[src/rtl/koa_sched_pkg.sv]
// rtl/koa_sched_pkg.sv - shared encodings and constants for the Karatsuba multiplier scheduler
package koa_sched_pkg;

  typedef enum logic [1:0] {
    IDLE   = 2'd0,
    SETTLE = 2'd1,
    RESP   = 2'd2
  } sched_state_e;

  localparam int unsigned REQ0 = 0;
  localparam int unsigned REQ1 = 1;

  localparam int DEFAULT_LAT = 2;

endpackage

[src/rtl/koa_mult_sched_rr_arb2.sv]
// rtl/koa_mult_sched_rr_arb2.sv - two-input round-robin arbiter, pointer advances on accept
module rr_arb2
  import koa_sched_pkg::*;
(
  input  logic       clk,
  input  logic       rst,
  input  logic [1:0] req_i,
  input  logic       accept_i,
  output logic [1:0] gnt_o
);

  // ptr_q=0 favours requester 0, ptr_q=1 favours requester 1
  logic ptr_q, ptr_d;

  always_comb begin
    gnt_o = 2'b00;
    ptr_d = ptr_q;
    if (req_i[REQ0] && (!ptr_q || !req_i[REQ1])) begin
      gnt_o[REQ0] = 1'b1;
    end else if (req_i[REQ1]) begin
      gnt_o[REQ1] = 1'b1;
    end
    if (accept_i) begin
      ptr_d = gnt_o[REQ0];
    end
  end

  always_ff @(posedge clk) begin
    if (rst) begin
      ptr_q <= 1'b0;
    end else begin
      ptr_q <= ptr_d;
    end
  end

endmodule

[src/rtl/koa_mult_sched.sv]
// rtl/koa_mult_sched.sv - shares one registered-output significand multiplier between two requesters
module koa_mult_sched
  import koa_sched_pkg::*;
#(
  parameter int SW  = 24,
  parameter int LAT = DEFAULT_LAT,
  parameter int CW  = 4
) (
  input  logic            clk,
  input  logic            rst,
  input  logic [1:0]      req_valid_i,
  output logic [1:0]      req_ready_o,
  input  logic [SW-1:0]   req0_a_i,
  input  logic [SW-1:0]   req0_b_i,
  input  logic [SW-1:0]   req1_a_i,
  input  logic [SW-1:0]   req1_b_i,
  output logic [1:0]      rsp_valid_o,
  input  logic [1:0]      rsp_ready_i,
  output logic [2*SW-1:0] rsp_data_o,
  output logic [SW-1:0]   mul_a_o,
  output logic [SW-1:0]   mul_b_o,
  output logic            mul_load_o,
  input  logic [2*SW-1:0] mul_result_i,
  output logic            busy_o
);

  if (LAT < 1 || LAT >= (1 << CW)) begin : g_bad_lat
    $error("koa_mult_sched: LAT must be in [1, 2**CW-1]");
  end

  localparam logic [CW-1:0] LAT_C = CW'(LAT);

  sched_state_e  state_q, state_d;
  logic [CW-1:0] cnt_q, cnt_d;
  logic          owner_q, owner_d;
  logic [SW-1:0] a_q, a_d, b_q, b_d;
  logic [1:0]    gnt;
  logic          accept;

  assign accept = (state_q == IDLE) && (gnt != 2'b00);

  rr_arb2 u_arb (
    .clk      (clk),
    .rst      (rst),
    .req_i    (req_valid_i),
    .accept_i (accept),
    .gnt_o    (gnt)
  );

  always_comb begin
    state_d     = state_q;
    cnt_d       = cnt_q;
    owner_d     = owner_q;
    a_d         = a_q;
    b_d         = b_q;
    req_ready_o = 2'b00;
    rsp_valid_o = 2'b00;
    mul_load_o  = 1'b0;
    case (state_q)
      IDLE: begin
        req_ready_o = gnt;
        if (accept) begin
          owner_d = gnt[REQ1];
          a_d     = gnt[REQ1] ? req1_a_i : req0_a_i;
          b_d     = gnt[REQ1] ? req1_b_i : req0_b_i;
          cnt_d   = CW'(1);
          state_d = SETTLE;
        end
      end
      SETTLE: begin
        // operands have been stable for LAT cycles once the counter reaches LAT
        if (cnt_q == LAT_C) begin
          mul_load_o = 1'b1;
          state_d    = RESP;
        end else begin
          cnt_d = cnt_q + CW'(1);
        end
      end
      RESP: begin
        rsp_valid_o[owner_q] = 1'b1;
        if (rsp_ready_i[owner_q]) begin
          cnt_d   = '0;
          state_d = IDLE;
        end
      end
      default: state_d = IDLE;
    endcase
  end

  always_ff @(posedge clk) begin
    if (rst) begin
      state_q <= IDLE;
      cnt_q   <= '0;
      owner_q <= 1'b0;
      a_q     <= '0;
      b_q     <= '0;
    end else begin
      state_q <= state_d;
      cnt_q   <= cnt_d;
      owner_q <= owner_d;
      a_q     <= a_d;
      b_q     <= b_d;
    end
  end

  assign mul_a_o    = a_q;
  assign mul_b_o    = b_q;
  assign rsp_data_o = mul_result_i;
  assign busy_o     = (state_q != IDLE);

endmodule

[config.mk]
export PLATFORM = sky130hd
export DESIGN_NAME = koa_mult_sched
export DESIGN_NICKNAME = d
export VERILOG_FILES = /design/src/rtl/koa_sched_pkg.sv /design/src/rtl/koa_mult_sched_rr_arb2.sv /design/src/rtl/koa_mult_sched.sv
export SDC_FILE = /design/constraint.sdc
export NUM_CORES = 1
export LEC_CHECK = 0
export BUFFER_PORTS_ARGS = -buffer_cell sky130_fd_sc_hd__buf_2
export CAP_MARGIN = 15
export CORE_AREA = 2 2 99 101
export CTS_BUF_LIST = sky130_fd_sc_hd__clkbuf_16
export DETAILED_ROUTE_END_ITERATION = 7
export DIE_AREA = 0 0 101 103
export PLACE_DENSITY_LB_ADDON = 0.25
export RECOVER_POWER = 100
export SYNTH_ARGS = -nofsm -noshare
export SYNTH_HDL_FRONTEND = slang
export SYNTH_SLANG_ARGS = --single-unit
[constraint.sdc]
create_clock -name clk -period 1.7 [get_ports clk]
set_input_delay 0.17 -clock clk [delete_from_list [all_inputs] [get_ports clk]]
set_output_delay 0.17 -clock clk [all_outputs]
set_load 0.02 [all_outputs]
==> impl_summary.log, run 1 <==
[metrics] met3 layer usage reported by global route: under 10%
[metrics] total number of H-tree levels: 2
[metrics] Worst Max-Slew Pin Slew: approximately 0.43 ns
[metrics] share of the synthesized area in the top cell type: between 30% and 40%
[metrics] number of buffers inserted by port buffering: around 160
[metrics] WP data required: around 1.5 ns
[metrics] family with the most delay on the worst path: buffers and inverters
[metrics] global-route wire length before repair: around 11000 um
[metrics] via count of the first global-routing pass: 2325
[metrics] critical path peak fanout: 4
[metrics] GR Util met2: 22.46%
[metrics] Yosys warnings: 0
[metrics] delay of the slowest critical-path stage: 0.33 ns
[metrics] RSZ-0062 raised after global routing: true
[metrics] Hold Vio Cnt, Final: 0
[metrics] WL final: 7475 um
[metrics] antenna violation net count after detailed routing: 0
[metrics] WL/cell: roughly 14 um
[metrics] area enclosed by the die boundary: between 10000 and 15000 sq um
[metrics] status: complete, no violations
[metrics] number of hold buffers added after CTS: 0
[metrics] nets@finish: 591
[metrics] insertion delay to the later sink of the worst-skew pair: 0.29 ns
[metrics] overall routing resource usage: 12.67%
[metrics] max-cap violation count: 0
[metrics] portion of the post-synthesis area used by sequential elements: around 37%
[metrics] leading cell types in the layout, fill and taps excluded: buf_2 (105), nor2_1 (55), dfxtp_1 (54), mux2i_1 (53), a211oi_1 (49)
[metrics] Top Ports: about 250
[metrics] instance area at placement: ~3600 sq um
[metrics] routing usage on met1: 14.23%
[metrics] share of layout cells above drive strength 1: about a third
[metrics] area occupied by registers: 1124 sq um
[metrics] largest net degree at the start of global routing: 57
[metrics] via count: approximately 2600
[metrics] cells taking the most area after synthesis: dfxtp_1 (37%), mux2i_1 (18%), buf_4 (13%), a211oi_1 (13%), nor2_1 (7.0%)
[metrics] dominant cell type by area after synthesis: dfxtp_1
[metrics] routability congestion estimate: approximately 0.71
[metrics] non-filler instance count after layout: between 500 and 600
[metrics] fin crit period: around 1.7 ns
[metrics] start-to-end type of the worst setup path: reg -> out
[metrics] worst-path cell chain: inv_2, ha_4, buf_6, clkinvlp_4, a211oi_2, buf_4
[metrics] cell count after synthesis: 323
[metrics] vertical die dimension: 103 um
[metrics] initial antenna violation count: 0
[metrics] synthesized net count: 479
[metrics] number of antenna cells inserted: 0
[metrics] placed cell count: between 500 and 600
[metrics] grt ovf: 0
[metrics] Netlist cell types: 27
[metrics] Crit-path slowest cell: dfxtp_2
[metrics] Pre-Repair DR Iteration Count: 4
[metrics] area occupied by multi-input gates: 1440 sq um
[metrics] remaining routing DRC violations: 0
[metrics] TritonCTS clock tree: yes
[metrics] most common cell after layout, fill and taps aside: buf_2
[metrics] category of the worst setup path launch point: flop
[metrics] count of pins over their slew limit: 0
[metrics] initial cell density of the core: a little under a third
[metrics] Setup Skew: between 0.007 and 0.008 ns
[metrics] total buffers and inverters traversed by the critical path: 4
[metrics] Hold Path Class: in -> reg
[metrics] worst rel slew slack: a little over two thirds
[metrics] HPWL after detailed placement: roughly 5300 um
[metrics] root buffer cell: clkbuf_16
[metrics] average cell area after synthesis: around 9.3 sq um
[metrics] Lkg Pwr: roughly 1.9 nW
[metrics] ratio of total power to cell area: 998.4 nW/um^2
[metrics] routing layer with the top usage in global route: met2
[metrics] horizontal extent of the die: 101 um
[metrics] final worst path period share: a little over nine tenths
[metrics] Design Area, Final: 3841 sq um
[metrics] FP Rows: 36
[metrics] flops & latches, synth: 56
[metrics] Fmax achieved: 0.6016 GHz
[metrics] number of buffers created by CTS: 5
[metrics] CTS Sinks: 56
[metrics] post-synthesis instance area: about 3000 sq um
[metrics] Placeable Area: 9459 sq um
[metrics] Peak VDD IR: 0.4465 mV
[metrics] via density per instance: ~4.7
[metrics] maximum count of clock buffers along a single path: 2
[metrics] count of filler cells inserted in the layout: 967
[metrics] Iteration-0 DRC Markers: 25
[metrics] type of element capturing the critical path: output port
[metrics] CTS clock-pin slew for the worst setup and hold paths: roughly 0.070 ns
[metrics] final setup fails: 0
[metrics] endpoint arrival time on the critical path: 1.49 ns
[metrics] Layout area overhead: 28.24%
[flip-flops by register name, indices dropped and copies added, names as in the netlist]
name         cells
state_q          2
cnt_q            4
u_arb.ptr_q      1
owner_q          1
mul_a_o         24
mul_b_o         24
[metrics by stage]
stage | utilization (%) | hold WS [ns] | setup TNS (ns) | power (mW) | setup slack, ns
6_report | 40.61 | 0.1987 | 0 | 3.835 | 0.03781
5_1_grt | 40.61 | 0.2142 | -0.03291 | 4.062 | -0.03291
4_1_cts | 40.08 | 0.1852 | 0 | 3.844 | 0.01014
3_5_place_dp | 38.58 | 0.3401 | -0.02402 | 2.822 | -0.01855
3_3_place_gp | 38.58 | 0.3401 | 0 | 2.796 | 0.04655
2_1_floorplan | - | 0.2887 | 0 | 2.525 | 0.02207
[worst register-to-register path, delay by kind of cell (launching register included)]
kind,cells,cell delay (ns)
AO/OA/AOI/OAI,2,0.39
adder cells (fa/ha/maj),1,0.15
buffers and inverters,2,0.24
flip-flops,1,0.36
multiplexers,1,0.18
AND/OR/NAND/NOR,1,0.18
[layout make-up]
type | instances | share of cell area [%]
Multi-Input combinational cell | 191 | 37.49
Tap cell | 114 | 3.713
Sequential cell | 56 | 29.25
Clock inverter | 3 | 0.3909
Inverter | 7 | 0.7818
Timing Repair Buffer | 174 | 25.11
Clock buffer | 5 | 3.257
[logic make-up after synthesis]
group / synth area share [%]
AOI/OAI and AO/OA: 15.79
adders and majority gates: 2.506
buffers and inverters: 16.37
DFF: 37.43
muxes: 17.71
and+or+nand+nor: 10.19
[repair_timing]
action                                  CTS  global route
gates resized for setup                   1            12
endpoints found under the setup margin    3            32
setup buffers                             0             3
endpoints found under the hold margin     0             0
pin swaps                                 0             4
cloned                                    0             2
[worst paths after layout]
| path | start | slack, ns | endpoint | depth (start not counted) |
|---|---|---|---|---|
| worst max-delay path | state_q[1]$_SDFFE_PP0P_ | 0.04 | req_ready_o[0] | 6 |
| worst min-delay path | req_valid_i[1] | 0.20 | u_arb.ptr_q$_SDFFE_PP0P_ | 2 |
| worst max register to register | state_q[0]$_SDFFE_PP0P_ | 0.07 | cnt_q[2]$_SDFFE_PP0P_ | 7 |
| worst min register to register | mul_b_o[10]$_SDFFE_PP0P_ | 0.50 | mul_b_o[10]$_SDFFE_PP0P_ | 2 |
[synth_stat cells]
cell and number:
dfxtp_1 56, nor2_1 56, buf_4 53, mux2i_1 53
a211oi_1 50, clkbuf_1 11, inv_1 7, ha_1 6
buf_2 5, a21oi_1 4, a21o_1 2, nand2_1 2
nand3_1 2, nor2b_1 2, nor3b_1 2, a2111oi_4 1
a311oi_1 1, a31oi_1 1, and2_1 1, and2b_1 1
nand2b_1 1, nand4b_1 1, nor3_1 1, nor4bb_2 1
o21ai_1 1, o22a_1 1, o22ai_1 1
[metal layers]
metal  vias to the layer above  part of all wire [%]
met4                         0                   3.2
li1                       1309                     -
met5                         -                     0
met2                       114                    48
met3                        29                   6.6
met1                      1156                    43
[report_power, final]
part | internal [mW] | switching (mW) | total, mW
registers | 1.49 | 0.0937 | 1.59
logic | 0.523 | 0.729 | 1.25
clock network | 0.537 | 0.460 | 0.997
(Power assumes the default switching activity.)
==> inputs of run 2 (changes only) <==
--- a/config.mk
+++ b/config.mk
@@ -5,12 +5,13 @@
 export SDC_FILE = /design/constraint.sdc
 export NUM_CORES = 1
 export LEC_CHECK = 0
+export ABC_AREA = 1
 export BUFFER_PORTS_ARGS = -buffer_cell sky130_fd_sc_hd__buf_2
 export CAP_MARGIN = 15
-export CORE_AREA = 2 2 99 101
+export CORE_AREA = 2 2 97 99
 export CTS_BUF_LIST = sky130_fd_sc_hd__clkbuf_16
 export DETAILED_ROUTE_END_ITERATION = 7
-export DIE_AREA = 0 0 101 103
+export DIE_AREA = 0 0 99 101
 export PLACE_DENSITY_LB_ADDON = 0.25
 export RECOVER_POWER = 100
 export SYNTH_ARGS = -nofsm -noshare
==> impl_summary.log, run 2 <==
[metrics] maximum count of clock buffers along a single path: 2 (unchanged)
[metrics] Pre-Repair DR Iteration Count: 4 (unchanged)
[metrics] worst-path cell chain: inv_1, ha_2, inv_2, nor3_4, buf_4 (was inv_2, ha_4, buf_6, clkinvlp_4, a211oi_2, buf_4)
[metrics] clock network fraction of total power: 24.6% (was 26.0%)
[metrics] via count: 3151 (was 2608)
[metrics] number of hold buffers added after CTS: 0 (unchanged)
[metrics] CTS clock-pin slew for the worst setup and hold paths: 0.07 ns (about the same)
[metrics] primary flip-flop cell chosen by synthesis mapping: dfxtp_1 (unchanged)
[metrics] remaining routing DRC violations: 0 (unchanged)
[metrics] final worst path period share: 94.04% (was 97.78%)
[metrics] Fmax achieved: 0.6255 GHz (was 0.6016 GHz)
[metrics] Hold Vio Cnt, Final: 0 (unchanged)
[metrics] number of synthesized flops with an enable pin: 0 (unchanged)
[metrics] Hold Path Class: in -> reg (unchanged)
[metrics] portion of the post-synthesis area used by sequential elements: 35.67% (was 37.43%)
[metrics] global-route wire length before repair: 13380 um (was 10620 um)
[metrics] FP Rows: 35 (was 36)
[metrics] share of layout cells above drive strength 1: 23.67% (was 33.49%)
[metrics] initial antenna violation count: 0 (unchanged)
[metrics] initial cell density of the core: 35.01% (was 31.67%)
[metrics] antenna violation net count after detailed routing: 0 (unchanged)
[metrics] area enclosed by the die boundary: 9999 sq um (was 10400 sq um)
[metrics] share of flip-flops with an asynchronous set or reset after synthesis: 0% (unchanged)
[metrics] startpoint of the worst-slack reg-to-reg timing path: state_q[0]$_SDFFE_PP0P_ (unchanged)
[metrics] total buffers and inverters traversed by the critical path: 3 (was 4)
[metrics] largest net degree at the start of global routing: 56 (was 57)
[metrics] critical path peak fanout: 4 (unchanged)
[metrics] total number of H-tree levels: 2 (unchanged)
[metrics] Hold WS: 0.09863 ns (was 0.1987 ns)
[metrics] worst rel slew slack: 78.37% (was 70.81%)
[metrics] final setup fails: 0 (unchanged)
[metrics] grt ovf: 0 (unchanged)
[metrics] Placeable Area: 8977 sq um (was 9459 sq um)
[metrics] number of buffers inserted by port buffering: 155 (unchanged)
[metrics] number of antenna cells inserted: 0 (unchanged)
[metrics] Layout area overhead: 18.51% (was 28.24%)
[metrics] Peak VDD IR: 0.4567 mV (was 0.4465 mV)
[metrics] Net Sw Frac: 36.86% (was 33.44%)
[metrics] Netlist cell types: 23 (was 27)
[metrics] fin crit period: 1.599 ns (was 1.662 ns)
[metrics] count of buffers added by post-CTS timing repair for setup: 0 (unchanged)
[metrics] HPWL after detailed placement: 6117 um (was 5346 um)
[metrics] Yosys warnings: 0 (unchanged)
[metrics] max-cap violation count: 0 (unchanged)
[metrics] nets@finish: 700 (was 591)
[metrics] delay of the slowest critical-path stage: 0.34 ns (was 0.33 ns)
[metrics] sequential share of power: 40.9% (was 41.4%)
[metrics] WP data required: 1.53 ns (about the same)
[metrics] Logic pwr share: 34.5% (was 32.6%)
[metrics] ratio of total power to cell area: 1084 nW/um^2 (was 998.4 nW/um^2)
[metrics] via density per instance: 4.803 (was 4.742)
[metrics] Crit-path slowest cell: dfxtp_1 (was dfxtp_2)
[metrics] RSZ-0062 raised after global routing: false (was true)
[metrics] Iteration-0 DRC Markers: 96 (was 25)
[metrics] family with the most delay on the worst path: buffers and inverters (unchanged)
[metrics] Setup Skew: 0.004593 ns (was 0.007089 ns)
[metrics] instance area at placement: 3610 sq um (was 3650 sq um)
[metrics] horizontal extent of the die: 99 um (was 101 um)
[metrics] start-to-end type of the worst setup path: reg -> out (unchanged)
[metrics] Design Area, Final: 3725 sq um (was 3841 sq um)
[metrics] type of element capturing the critical path: output port (unchanged)
[metrics] count of filler cells inserted in the layout: 975 (was 967)
[metrics] endpoint arrival time on the critical path: 1.43 ns (was 1.49 ns)
[metrics] most used standard cell by instance count after synthesis: o21ai_0
[metrics] leading cell types in the layout, fill and taps excluded: buf_2 (103), o21ai_0 (100), nand2_1 (66), nor2_1 (59), dfxtp_1 (56) (was buf_2 (105), nor2_1 (55), dfxtp_1 (54), mux2i_1 (53), a211oi_1 (49))
[metrics] WL final: 8575 um (was 7475 um)
[metrics] Top Ports: 252 (unchanged)
[metrics] cell count after synthesis: 451 (was 323)
[metrics] status: complete, no violations (unchanged)
[metrics] routability congestion estimate: 0.8580 (was 0.7122)
[metrics] synthesized net count: 607 (was 479)
[metrics] utilization after layout: 41.49% (was 40.61%)
[metrics] number of buffers created by CTS: 5 (unchanged)
[metrics] dominant cell type by area after synthesis: dfxtp_1 (unchanged)
[metrics] Lkg Pwr: 1.705 nW (was 1.855 nW)
[metrics] most common cell after layout, fill and taps aside: buf_2 (unchanged)
[metrics] category of the worst setup path launch point: flop (unchanged)
[metrics] insertion delay to the later sink of the worst-skew pair: 0.29 ns (about the same)
[metrics] overall routing resource usage: 16.28% (was 12.67%)
[metrics] CTS Sinks: 56 (unchanged)
[metrics] cells taking the most area after synthesis: dfxtp_1 (36%), o21ai_0 (16%), buf_4 (12%), a21oi_1 (8.4%), nand2_1 (7.9%) (was dfxtp_1 (37%), mux2i_1 (18%), buf_4 (13%), a211oi_1 (13%), nor2_1 (7.0%))
[metrics] start point of the worst min-delay path: rst (was req_valid_i[1])
[metrics] share of the synthesized area in the top cell type: 35.67% (was 37.43%)
[metrics] accumulated negative setup slack: 0 ns (unchanged)
[metrics] post-synthesis instance area: 3143 sq um (was 2995 sq um)
[metrics] average cell area after synthesis: 6.969 sq um (was 9.274 sq um)
[metrics] net switching component of the power: 1.488 mW (was 1.283 mW)
[metrics] vertical die dimension: 101 um (was 103 um)
[metrics] flops & latches, synth: 56 (unchanged)
[metrics] Worst Max-Slew Pin Slew: 0.3236 ns (was 0.4257 ns)
[metrics] Crit. Startpoint: state_q[0]$_SDFFE_PP0P_ (was state_q[1]$_SDFFE_PP0P_)
[metrics] TritonCTS clock tree: yes (unchanged)
[metrics] top cells by instance count after synthesis: o21ai_0 (100), nand2_1 (66), nor2_1 (59) (was dfxtp_1 (56), nor2_1 (56), buf_4 (53), mux2i_1 (53), a211oi_1 (50))
[metrics] count of pins over their slew limit: 0 (unchanged)
[metrics] WL/cell: 13.07 um (was 13.59 um)
[metrics] root buffer cell: clkbuf_16 (unchanged)
[metrics] cell-internal power: 2.548 mW (was 2.553 mW)
[metrics] via count of the first global-routing pass: 2822 (was 2325)
run 2: changes by cell type in the layout (fill, tap and decap cells not counted), sizes merged, moves of 2 or more:
cell and change:
buf -11, mux2i -53, nor2b -2, nand3 +5
o21ai +99, nor3b -2, a211oi -50, a21o -2
a21oi +50, nor2 +5, nand2 +65, inv +11
run 2: per-stage QoR:
stage | power, mW | instances | setup WS, ns
floorplan | 2.805 | 451 | 0.2493
global placement | 3.089 | 647 | -0.01227
detailed placement | 3.109 | 647 | -0.05616
CTS | 4.132 | 655 | -0.05827
global route | 4.335 | 656 | 0.003122
finish | 4.036 | 656 | 0.1014
run 2: final cells by class:
cell class              count  area, sq um  share of cell area (%)
multi-input cells         300         1429                   38.36
flip-flops and latches     56         1121                   30.10
repair buffers            164        832.0                   22.34
well taps                 111        138.9                   3.729
clock buffers               5        125.1                   3.359
inverters                  17        63.81                   1.713
clock inverters             3        15.01                  0.4031
run 2: logic make-up after synthesis:
kind of cell               synth area share [%]
adders and majority gates                 2.388
and+or+nand+nor                           17.68
AOI/OAI and AO/OA                         25.12
DFF                                       35.67
buffers and inverters                     19.15
run 2: metal layers:
layer | share of wire [%] | wire [um] | track usage (%) | up-vias
li1 | - | - | - | 1621
met1 | 43 | 3727 | 19.59 | 1389
met2 | 47 | 4050 | 28.69 | 129
met3 | 8.1 | 696 | 4.646 | 12
met4 | 1.2 | 100 | 3.899 | 0
met5 | 0 | 0 | 0 | -
run 2: final timing paths:
check	to	slack, ns	depth (start not counted)
setup reg to reg	mul_a_o[1]$_SDFFE_PP0P_	0.13	8
setup / recovery	req_ready_o[1]	0.10	5
hold / removal	cnt_q[2]$_SDFFE_PP0P_	0.1	2
hold reg to reg	cnt_q[3]$_SDFFE_PP0P_	0.49	2
run 2: what timing repair did:
item                       in CTS  in global routing
resized for setup               0                  7
pin swaps                       4                  0
setup endpoints to repair      49                  9
gates cloned                    0                  0
run 2: power by group through the flow:
stage	Combinational (mW)	Sequential, mW	Clock [mW]
after floorplan	0.894	1.91	0
after global placement	1.42	1.67	0
after detailed placement	1.44	1.67	0
after CTS	1.44	1.65	1.04
after global routing	1.56	1.68	1.09
final	1.39	1.65	0.992
